$ cat src/rtl/intc.sv
// Eight-input interrupt controller: per-source pending/mask/mode registers,
// fixed-priority vector readback (bit 0 highest) and a registered CPU request.
module intc #(
  parameter int NSRC = 8
) (
  input  logic            CLK,
  input  logic            RESET,
  input  logic [1:0]      AD,
  input  logic [7:0]      DI,
  output logic [7:0]      DO,
  input  logic            RW,
  input  logic            CS,
  input  logic [NSRC-1:0] IRQ_IN,
  output logic            INTR
);

  logic [NSRC-1:0] pend;
  logic [NSRC-1:0] mask;
  logic [NSRC-1:0] mode;
  logic [NSRC-1:0] in_q;
  logic [NSRC-1:0] pend_nxt;
  logic [NSRC-1:0] active;
  logic [NSRC-1:0] edge_set;
  logic [NSRC-1:0] sw_set;
  logic [NSRC-1:0] sw_clr;

  logic            wr;
  logic            wr_pend;
  logic            wr_mask;
  logic            wr_mode;
  logic            wr_vec;
  logic            act;
  logic [2:0]      idx;
  logic [7:0]      pend_rd;
  logic [7:0]      mask_rd;
  logic [7:0]      mode_rd;

  assign wr      = CS & ~RW;
  assign wr_pend = wr && (AD == 2'd0);
  assign wr_mask = wr && (AD == 2'd1);
  assign wr_mode = wr && (AD == 2'd2);
  assign wr_vec  = wr && (AD == 2'd3);

  assign active = pend & mask;
  assign act    = |active;

  // Scan from the top down so the lowest active index wins.
  always_comb begin
    idx = 3'd0;
    for (int i = NSRC - 1; i >= 0; i--) begin
      if (active[i]) idx = 3'(i);
    end
  end

  // Edge-mode bits: a new edge or a software set beats a same-cycle W1C.
  always_comb begin
    edge_set = IRQ_IN & ~in_q;
    sw_set   = wr_vec  ? DI[NSRC-1:0] : '0;
    sw_clr   = wr_pend ? DI[NSRC-1:0] : '0;
    pend_nxt = (mode & (edge_set | sw_set | (pend & ~sw_clr))) | (~mode & IRQ_IN);
  end

  always_comb begin
    pend_rd = '0;
    mask_rd = '0;
    mode_rd = '0;
    pend_rd[NSRC-1:0] = pend;
    mask_rd[NSRC-1:0] = mask;
    mode_rd[NSRC-1:0] = mode;
    case (AD)
      2'd0:    DO = pend_rd;
      2'd1:    DO = mask_rd;
      2'd2:    DO = mode_rd;
      default: DO = {act, 4'b0000, idx};
    endcase
  end

  always_ff @(posedge CLK) begin
    if (RESET) begin
      pend <= '0;
      mask <= '0;
      mode <= '0;
      in_q <= '0;
      INTR <= 1'b0;
    end else begin
      pend <= pend_nxt;
      in_q <= IRQ_IN;
      INTR <= act;
      if (wr_mask) mask <= DI[NSRC-1:0];
      if (wr_mode) mode <= DI[NSRC-1:0];
    end
  end

endmodule

$ cat config.mk
export PLATFORM = sky130hd
export DESIGN_NAME = intc
export DESIGN_NICKNAME = d
export VERILOG_FILES = /design/src/rtl/intc.sv
export SDC_FILE = /design/constraint.sdc
export NUM_CORES = 1
export LEC_CHECK = 0
export CAP_MARGIN = 0
export CORE_MARGIN = 5
export CORE_UTILIZATION = 60
export CTS_BUF_LIST = sky130_fd_sc_hd__clkbuf_16
export CTS_CLUSTER_SIZE = 30
export DETAILED_ROUTE_END_ITERATION = 10
export DONT_BUFFER_PORTS = 1
export PLACE_DENSITY = 0.87
export RECOVER_POWER = 100
export SKIP_CTS_REPAIR_TIMING = 1
export SLEW_MARGIN = 20
export SYNTH_ARGS = -nofsm -noshare
export SYNTH_HDL_FRONTEND = slang
export SYNTH_SLANG_ARGS = --single-unit
$ cat constraint.sdc
create_clock -name CLK -period 1.44 [get_ports CLK]
set_input_delay 0.072 -clock CLK [delete_from_list [all_inputs] [get_ports CLK]]
set_output_delay 0.072 -clock CLK [all_outputs]
set_load 0.01 [all_outputs]
# Word level (Yosys, flattened, before mapping)

Index checks and enable logic that the tools add are counted.

$mul: 0
Order comparisons: 0
Divide/modulo/power cells: 0
Bitwise gates (word level): 13
Shift-type cells: 0
$add $sub $neg: 0
Reduce and logical (&&, ||, !) cells: 6
Muxes and demuxes: 11
Equality and inequality tests: 3

Operators by type and width:

| kind                                           | number |
|---|---|
| bitwise AND 8 bit                              | 5 |
| two-way mux 3 bit                              | 8 |
| NOT 8 bit                                      | 3 |
| OR 8 bit                                       | 3 |
| case mux 8 bit (3 select lines)                | 1 |
| two-way mux 8 bit                              | 2 |
| OR reduction 8 bit                             | 1 |
| == test 2 bit (second input constant)          | 2 |
| logical AND 1 bit                              | 4 |
| == test 2 x 1 -> 1 bit (second input constant) | 1 |
| logical NOT 2 bit                              | 1 |
| bitwise AND 1 bit                              | 1 |
| NOT 1 bit                                      | 1 |

Memory bits (writable): 0
Memories kept: 0
Logic and storage cells: 38
Latch bits: 0
Bits of input ports: 22
Memory bits (read-only): 0
Flip-flop bits (word level): 33
Output and inout bits: 9

# Depth between registers and ports, before layout

Gate-level depths: netlist (run 1).

Depth in word-level cells: 10
Mapped depth: 6
Gate-level depth less buffers: 4

# Least setup slack after synthesis (run 1)

No wires, ideal clock.

Path type: flip-flop to output port
Start: register pend[1]
End: output port DO[7]
Arrival: 1303 ps
Stages on the path, launching flop included: 5
Slack: 65 ps
Cell sequence: dfxtp_1 a22o_1 and3b_1 nand2_1 mux4_2

Word-level cells in the longest chain between the ends: 3

RTL lines:

| item                            | RTL line | source |
|---|---|---|
| start, declared                 | 17       | `logic [NSRC-1:0] pend;` |
| start signal, assigned          | 86       | `pend <= pend_nxt;` |
| bitwise AND 8 bit               | 44       | `assign active = pend & mask;` |
| OR reduction 8 bit              | 45       | `assign act = \|active;` |
| case mux 8 bit (3 select lines) | 70       | `case (AD)` |
| end, declared                   | 10       | `output logic [7:0] DO,` |

No other way between the ends.

# Worst setup path after layout (run 1)

Start: register pend[0]
End: output port DO[2]

Word-level cells in the longest chain between the ends: 3

RTL lines:

| item                            | RTL line | source |
|---|---|---|
| bitwise AND 8 bit               | 44       |  |
| two-way mux 3 bit               | 51       | `if (active[i]) idx = 3'(i);` |
| case mux 8 bit (3 select lines) | 70       |  |

No other way between the ends.

==> impl_metrics.ini, run 1 <==
[timing]
worst_pin_slew_ns = 0.991
min_period_ns = 1.76
drv_slew = 0
clock-skew-final_ns = 0.00188
worst_slack_ns = -0.321
hold_slack_ns = -0.0311
setup_viol = 6
final_hold_viol_count = 3
fin_crit_sh_pct = 122
relSlewSlack_pct = 33.7
fmax_mhz = 568
rsz0062_at_grt = yes

[power]
p_per_area_nw_per_um2 = 1080
power_mw = 2.17
power_leakage_nw = 0.747
vdd_drop_max_mv = 1.52

[yosys]
ys_types = 25
synthAdderAreaFrac_pct = 0
yosys-top-cells-count = nand2_1, dfxtp_1, mux2i_1
synthArstFlopShare_pct = 0
synth_seq_area_share_pct = 43.1
netlist_top_cells_area = dfxtp_1, mux2i_1, nand2_1, nor2_1, nor2b_1
synth_xor_area_share_pct = 0
synth_nets = 199
synth_area_um2 = 1530
synth_compound_area_share_pct = 11.8
syn_inst = 177
synth_top_family_by_area = simple AND/OR/NAND/NOR gates
synthMuxAreaShare_pct = 17.3
yosysTopAreaCellShare_pct = 43.1
yosysWarnings = 0
post-synth-top-count-cell = nand2_1
yosys_most_used_dff = dfxtp_1
synth_top_area_cell = dfxtp_1
synth_edf_count = 0
ys_ff_latch = 33
synth-simple-area-share_pct = 25.6
syn_area_per_cell_um2 = 8.66

[clock_tree]
cts_buffers = 5
clock_sinks = 33
clk_pin_slew_ns = 0.05
h-tree-depth = 2
insertion_delay_ns = 0.27
cts_tree = yes
cts_root_buf = clkbuf_16
clockBufferDepth = 2

[cells_and_area]
finalNetCount = 236
multi_input_area_um2 = 853
fin_util_pct = 82.0
synthToLayoutAreaGrowth_pct = 31.3
layout.cells.non_filler = 244
regArea_um2 = 664
fillers = 150
drive_gt1_share_pct = 16.8
diodes = 0

[routing]
drt_wl_total_um = 4640
vias_per_cell = 6.28
ant_nets = 0
firstDrtPassIters = 4
avgRoutedWirePerCell_um = 19.0
route.detailed.drc = 0
drt_iter0_drc = 102
vias = 1533

[place]
place_inst = 218
gp_congestion = 0.838
place_ws_ns = -0.00294
dp_hpwl_um = 2790
port_buffers = 0

[setup_path]
reg2reg_depth = 3
r2r_start = mask[1]$_SDFFE_PP0P_
worstSetupEndpointType = primary output
critPathArrivalTime_ns = 1.69
r2r_setup_slack_ns = 0.36
critical_path_class = flop to primary output
crit_path_start_kind = flop
crit-reg2reg-capture = INTR$_SDFF_PP0_
worstPathRequired_ns = 1.37
worst-path-max-fanout = 3

[hold_path]
hp-class = primary input to flop
min_to = mode[2]$_SDFFE_PP0P_
min_path_cells = 2
hp-start = DI[2]

[status]
status = finished, violations left
violations = negative hold slack, negative setup slack

[grt]
overflow = 0
grt_pass1_wl_um = 6280
first_global_vias = 1366
antenna_found_initial = 0
track_usage_pct = 23.7
grt_max_degree = 34

[floorplanning]
num_rows = 18
core_area_um2 = 2450
die_area_um2 = 3670
initial_core_util_pct = 62.4
die_y_um = 60.5
die_x_um = 60.5
ios = 31

[run]
cap_violations = 0
[power breakdown]
part	total (mW)	switching, mW	internal (mW)
clock network	0.990	0.367	0.623
logic	0.208	0.0989	0.109
registers	0.972	0.0219	0.950
[worst max-delay path, cell delays in order (launching register included)]
cell,delay (ns)
dfxtp_1,0.34
a22o_1,0.17
and3b_2,0.24
nor2b_2,0.16
mux4_2,0.51
[area by class of cell]
class	instances	area share, %
multi-input cells	136	42.4
well taps	30	1.87
clock inverters	2	0.560
repair buffers	38	15.9
flip-flops and latches	33	33.0
clock buffers	5	6.22
[how the worst max path moves through the flow]
stage,slack (ns),end,depth (start not counted),start
global placement,0.03,DO[7],4,pend[1]$_SDFF_PP0_
CTS,-0.30,DO[7],4,pend[1]$_SDFF_PP0_
finish,-0.32,DO[2],4,pend[0]$_SDFF_PP0_
floorplan,0.06,DO[7],4,pend[1]$_SDFF_PP0_
detailed placement,-0.003,DO[2],4,pend[4]$_SDFF_PP0_
global route,-0.33,DO[2],4,mask[1]$_SDFFE_PP0P_
[cell usage in the layout, fill, tap and decap left out, types with 2 or more instances in the layout]
master,Yosys,final
nand3_1,2,2
a21oi_1,11,11
nand3b_1,8,8
dfxtp_1,33,30
mux2i_1,22,22
clkbuf_16,0,5
dfxtp_2,0,3
o21ai_1,2,2
dlygate4sd3_1,0,17
o21ai_0,10,10
mux4_2,2,2
nand2_1,34,34
nor3b_1,2,2
nor2b_1,10,9
buf_4,0,19
nor2_1,21,21
a22o_1,2,2
clkbuf_1,3,2
[layer usage]
layer  GRT usage, %  wire length, um  up-vias
li1               -                -      687
met1           26.8             1740      730
met2           40.7             2240      104
met3           8.94              562       12
met4           8.67               95        0
met5              0                0        -
[state kept, by name (all words and copies together) (netlist names)]
name  flops
INTR      1
mode      8
pend      8
in_q      8
mask      8
[cells by family after synthesis]
group | after synthesis
compound gates | 31
buf+inv | 8
flops | 33
mux | 24
simple gates | 81
[per-stage QoR]
stage	setup TNS (ns)	cell area, um2
2_1_floorplan	0	1530
3_3_place_gp	0	1680
3_5_place_dp	-0.00294	1680
4_1_cts	-0.621	1810
5_1_grt	-1.47	2010
6_report	-0.727	2010
No activity file was read; power rests on OpenSTA's default activity.
==> inputs of run 2 (changes only) <==
--- a/config.mk
+++ b/config.mk
@@ -6,13 +6,13 @@
 export NUM_CORES = 1
 export LEC_CHECK = 0
 export CAP_MARGIN = 0
-export CORE_MARGIN = 5
-export CORE_UTILIZATION = 60
+export CORE_MARGIN = 3
+export CORE_UTILIZATION = 55
 export CTS_BUF_LIST = sky130_fd_sc_hd__clkbuf_16
 export CTS_CLUSTER_SIZE = 30
 export DETAILED_ROUTE_END_ITERATION = 10
 export DONT_BUFFER_PORTS = 1
-export PLACE_DENSITY = 0.87
+export PLACE_DENSITY_LB_ADDON = 0.1
 export RECOVER_POWER = 100
 export SKIP_CTS_REPAIR_TIMING = 1
 export SLEW_MARGIN = 20
==> run 2 against run 1 <==
Net effect: the run still ends with negative hold slack, negative setup slack left; non-clock buffer count shrank 4; global-route usage shrank 0.51 points; register-to-register slack is essentially flat; routed wire length shrank 12%; sequential share of layout area grew 0.54 points; final cell count shrank 1.2%; via count shrank 9.4%; clock-buffer cell count is the same; design area shrank 2.0%; utilization shrank 5.2 points; critical path type unchanged; critical endpoint is now DO[7].
==> impl_metrics.ini, run 2 (synthesis gave the netlist of run 1 again) <==
[floorplanning]
initial_core_util_pct = 59.7
core_area_um2 = 2570
die_y_um = 58.8
die_area_um2 = 3460
die_x_um = 58.8
num_rows = 18
ios = 31

[cells_and_area]
diodes = 0
fin_util_pct = 76.8
mostFrequentLayoutCells = nand2_1, dfxtp_1, mux2i_1
finish.instance_area_um2 = 1970
fillers = 200
synthToLayoutAreaGrowth_pct = 28.7
finalNetCount = 232
drive_gt1_share_pct = 12.3
final_common_cell = nand2_1

[setup_path]
worstPathRequired_ns = 1.37
worst-path-max-fanout = 4
critical_path_class = flop to primary output
crit_path_start_kind = flop
critPathArrivalTime_ns = 1.67
worstSetupEndpointType = primary output

[routing]
vias_per_cell = 5.76
route.detailed.drc = 0
ant_nets = 0
firstDrtPassIters = 4
topRoutingLayerUsed = met4
drt_wl_total_um = 4090
drt_iter0_drc = 90
routed-wl-met3_um = 304
wl_met1_um = 1650
vias = 1389
wl_met2_um = 2030
avgRoutedWirePerCell_um = 17.0

[grt]
grt_max_degree = 34
antenna_found_initial = 0
track_usage_pct = 23.2
overflow = 0
grt_pass1_wl_um = 5800
first_global_vias = 1265

[timing]
setup_viol = 4
fmax_mhz = 573
hold_slack_ns = -0.0334
min_period_ns = 1.75
worst_pin_slew_ns = 0.987
final_hold_viol_count = 7
relSlewSlack_pct = 34.0
clock-skew-final_ns = 0.000905
fin_crit_sh_pct = 121
finalSetupTns_ns = -0.617
rsz0062_at_grt = yes
drv_slew = 0
worst_slack_ns = -0.306

[hold_path]
hp-class = primary input to flop

[clock_tree]
clock_sinks = 33
cts_buffers = 5
clk_pin_slew_ns = 0.05
insertion_delay_ns = 0.28
clockBufferDepth = 2
cts_tree = yes
cts_root_buf = clkbuf_16
h-tree-depth = 2

[place]
place_ws_ns = 0.00271
gp_congestion = 0.789
place_area_um2 = 1660
dp_hpwl_um = 2500
port_buffers = 0

[status]
violations = negative hold slack, negative setup slack
status = finished, violations left

[power]
vdd_drop_max_mv = 1.09
p_per_area_nw_per_um2 = 1090
power_leakage_nw = 0.732

[run]
cap_violations = 0
## run 2: cell types whose count changed in the layout (fill, tap and decap cells not counted)
cell,change
and2b_1,+1
and2b_2,-1
buf_4,-5
clkbuf_1,+1
clkinv_1,-1
clkinvlp_4,-1
dfxtp_1,+2
dfxtp_2,-2
inv_1,+3
nor2b_1,+1
nor2b_2,-1
## run 2: layout make-up
class	instances	area [um2]	area share [%]
multi-input combinational	136	850	43.1
sequential	33	662	33.6
timing repair buffer	34	287	14.5
clock buffer	5	125	6.35
tap	30	37.5	1.90
clock inverter	3	11.3	0.571
## run 2: stage by stage
stage	power (mW)	std cells	hold slack, ns
2_1_floorplan	1.10	177	0.155
3_3_place_gp	1.13	216	0.147
3_5_place_dp	1.13	216	0.149
4_1_cts	2.10	224	-0.140
5_1_grt	2.22	241	0.000921
6_report	2.15	241	-0.0334
## run 2: final timing paths
kind                        start                    to  slack (ns)  cells after the start
max          mask[1]$_SDFFE_PP0P_                 DO[7]       -0.31                      4
min                         DI[5]  mode[5]$_SDFFE_PP0P_       -0.03                      2
max reg2reg  mask[1]$_SDFFE_PP0P_       INTR$_SDFF_PP0_        0.37                      3
min reg2reg    in_q[3]$_SDFF_PP0_    pend[3]$_SDFF_PP0_        0.48                      3
## run 2: routing by layer
layer  vias to the layer above  GRT usage (%)
met3                        10           7.89
li1                        685              -
met1                       650           28.9
met4                         0           9.06
met2                        44           36.8
met5                         -              0
## run 2: worst max-delay path: stages, from the launching register on
cell and delay, ns:
dfxtp_2 0.33, a22o_1 0.25, and3b_2 0.25, nand2_1 0.05, mux4_2 0.52
## run 2: report_power, final
| part | switching (mW) | internal, mW |
|---|---|---|
| Combinational | 0.0916 | 0.106 |
| Sequential | 0.0208 | 0.951 |
| Clock | 0.357 | 0.620 |
==> inputs of run 3 (changes only) <==
--- a/config.mk
+++ b/config.mk
@@ -5,6 +5,7 @@
 export SDC_FILE = /design/constraint.sdc
 export NUM_CORES = 1
 export LEC_CHECK = 0
+export ABC_AREA = 1
 export CAP_MARGIN = 0
 export CORE_MARGIN = 3
 export CORE_UTILIZATION = 55
==> run 3 against run 2 <==
Net effect: the run ends with negative hold slack left; combinational power is essentially flat; die area down 0.66%; sequential cell count did not move; clock skew rose by 0.00098 ns; critical path type unchanged; sequential power up 1%; final cell count grew 12%; clock-buffer cell count is the same; maximum frequency rose by 33%; utilization shrank 5.5 points; critical path depth increased by 6.
==> impl_metrics.ini, run 3 <==
[status]
status = finished, violations left
violations = negative hold slack

[setup_path]
reg2reg_depth = 6
r2r_setup_slack_ns = 0.51
crit_path_start_kind = flop
critPathArrivalTime_ns = 1.24
critical_path_class = flop to primary output
crit-reg2reg-capture = INTR$_SDFF_PP0_
worst-path-max-fanout = 3
worstSetupEndpointType = primary output
worstPathRequired_ns = 1.37
r2r_start = mask[3]$_SDFFE_PP0P_

[yosys]
synth_edf_count = 0
synth_area_um2 = 1520
synth_nets = 242
synth-simple-area-share_pct = 23.8
synth_xor_area_share_pct = 0
yosysWarnings = 0
synthArstFlopShare_pct = 0
synth_compound_area_share_pct = 22.2
netlist_top_cells_area = dfxtp_1, nand2_1, o21ai_0, inv_1, a21oi_1
yosys-top-cells-count = nand2_1, dfxtp_1, inv_1
synthAdderAreaFrac_pct = 0
synth_seq_area_share_pct = 43.4
yosys_most_used_dff = dfxtp_1
post-synth-top-count-cell = nand2_1
synth_top_family_by_area = simple AND/OR/NAND/NOR gates
synthMuxAreaShare_pct = 0
synth_top_area_cell = dfxtp_1
syn_inst = 220
yosysTopAreaCellShare_pct = 43.4
ys_ff_latch = 33
ys_types = 22
syn_area_per_cell_um2 = 6.92

[routing]
ant_nets = 0
vias_per_cell = 5.37
drt_iter0_drc = 45
route.detailed.drc = 0
vias = 1445
avgRoutedWirePerCell_um = 14.0
drt_wl_total_um = 3760
firstDrtPassIters = 4

[grt]
overflow = 0
track_usage_pct = 22.8
grt_pass1_wl_um = 5740
grt_max_degree = 25
first_global_vias = 1363
antenna_found_initial = 0

[floorplanning]
ios = 31
die_y_um = 58.6
die_x_um = 58.6
die_area_um2 = 3430
initial_core_util_pct = 59.8
core_area_um2 = 2540
num_rows = 18

[power]
p_sw_share_pct = 23.6
sequentialPowerShare_pct = 45.6
p_per_area_nw_per_um2 = 1190
power.net_switching_mw = 0.509
vdd_drop_max_mv = 1.25
internal_power_mw = 1.65
p_clk_share_pct = 45.4
combPwrFrac_pct = 9.1
power_leakage_nw = 0.833

[timing]
relSlewSlack_pct = 67.8
clock-skew-final_ns = 0.00188
setup_viol = 0
final_hold_viol_count = 4
fin_crit_sh_pct = 91.4
fmax_mhz = 760
min_period_ns = 1.32
finalSetupTns_ns = 0
drv_slew = 0
rsz0062_at_grt = no
hold_slack_ns = -0.0248
worst_slack_ns = 0.124
worst_pin_slew_ns = 0.482

[clock_tree]
h-tree-depth = 2
cts_tree = yes
clk_pin_slew_ns = 0.05
cts_buffers = 5
clock_sinks = 33
insertion_delay_ns = 0.28
clockBufferDepth = 2
cts_root_buf = clkbuf_16

[hold_path]
min_path_cells = 2
min_to = mask[2]$_SDFFE_PP0P_
hp-start = DI[2]
hp-class = primary input to flop

[cells_and_area]
diodes = 0
finalNetCount = 261
multi_input_area_um2 = 697
final_common_cell = nand2_1
fillers = 217
drive_gt1_share_pct = 5.44
regArea_um2 = 661
mostFrequentLayoutCells = nand2_1, inv_1, dfxtp_1
synthToLayoutAreaGrowth_pct = 19.3

[run]
cap_violations = 0

[place]
place_ws_ns = 0.345
port_buffers = 0
dp_hpwl_um = 2390
gp_congestion = 0.796
==> run 3: cell types whose count changed in the layout (fill, tap and decap cells not counted), moves of 7 or more <==
cell      change
a21oi_1       +8
buf_4        -13
inv_1        +32
mux2i_1      -22
nand2_1      +22
nand3_1       +7
nand3b_1      -7
nor2b_1      -10
o21ai_0      +20
==> run 3: worst max-delay path by stage <==
stage	from	end	slack, ns	depth (start not counted)
after floorplan	mask[3]$_SDFFE_PP0P_	DO[7]	0.47	6
after global placement	pend[5]$_SDFF_PP0_	DO[1]	0.37	5
after detailed placement	AD[1]	pend[2]$_SDFF_PP0_	0.34	6
after CTS	mask[3]$_SDFFE_PP0P_	DO[7]	0.06	6
after global routing	pend[5]$_SDFF_PP0_	DO[1]	0.006	5
final	pend[7]$_SDFF_PP0_	DO[0]	0.12	10
==> run 3: power by group through the flow <==
stage          Clock, mW  Combinational [mW]  Sequential, mW
2_1_floorplan          0               0.131           0.996
3_3_place_gp           0               0.155            1.00
3_5_place_dp           0               0.160            1.00
4_1_cts            0.988               0.161           0.984
5_1_grt             1.04               0.222           0.989
6_report           0.980               0.196           0.985
==> run 3: cells by family (layout without fill, tap and decap cells) <==
group | count (synthesis) | in the layout
buffers and inverters | 40 | 59
DFF | 33 | 33
and+or+nand+nor | 85 | 85
AOI/OAI and AO/OA | 62 | 62
==> run 3: critical path, stage by stage, from the launching register on <==
cell and delay, ns:
dfxtp_1 0.34, nand2_1 0.10, inv_1 0.06, nand2_1 0.04
nand2_1 0.05, nand2_1 0.05, nand2_1 0.05, nand2_1 0.06
nand2_1 0.06, nand2_1 0.05, nand2_1 0.10
==> run 3: area by class of cell <==
type,count,area share (%)
multi-input cells,147,38.4
flip-flops and latches,33,36.4
repair buffers,17,8.61
inverters,35,7.24
clock buffers,5,6.89
well taps,30,2.07
clock inverters,2,0.414
==> run 3: stage by stage <==
step | hold slack [ns] | power [mW] | area [um2] | util [%] | instances
final | -0.0248 | 2.16 | 1820 | 71.3 | 269
after global routing | 0.00160 | 2.25 | 1820 | 71.3 | 269
after CTS | -0.141 | 2.13 | 1680 | 66.2 | 255
after detailed placement | 0.152 | 1.16 | 1550 | 61.0 | 248
after global placement | 0.149 | 1.15 | 1550 | 61.0 | 248
after floorplan | 0.191 | 1.13 | 1520 | - | 220
==> run 3: routing by layer <==
metal | share of wire, % | vias to the layer above | global-route usage, % | wire length (um)
li1 | - | 749 | - | -
met1 | 43 | 637 | 26.3 | 1630
met2 | 47 | 52 | 35.6 | 1770
met3 | 7.9 | 7 | 10.3 | 298
met4 | 1.5 | 0 | 12.0 | 58
met5 | 0 | - | 0 | 0
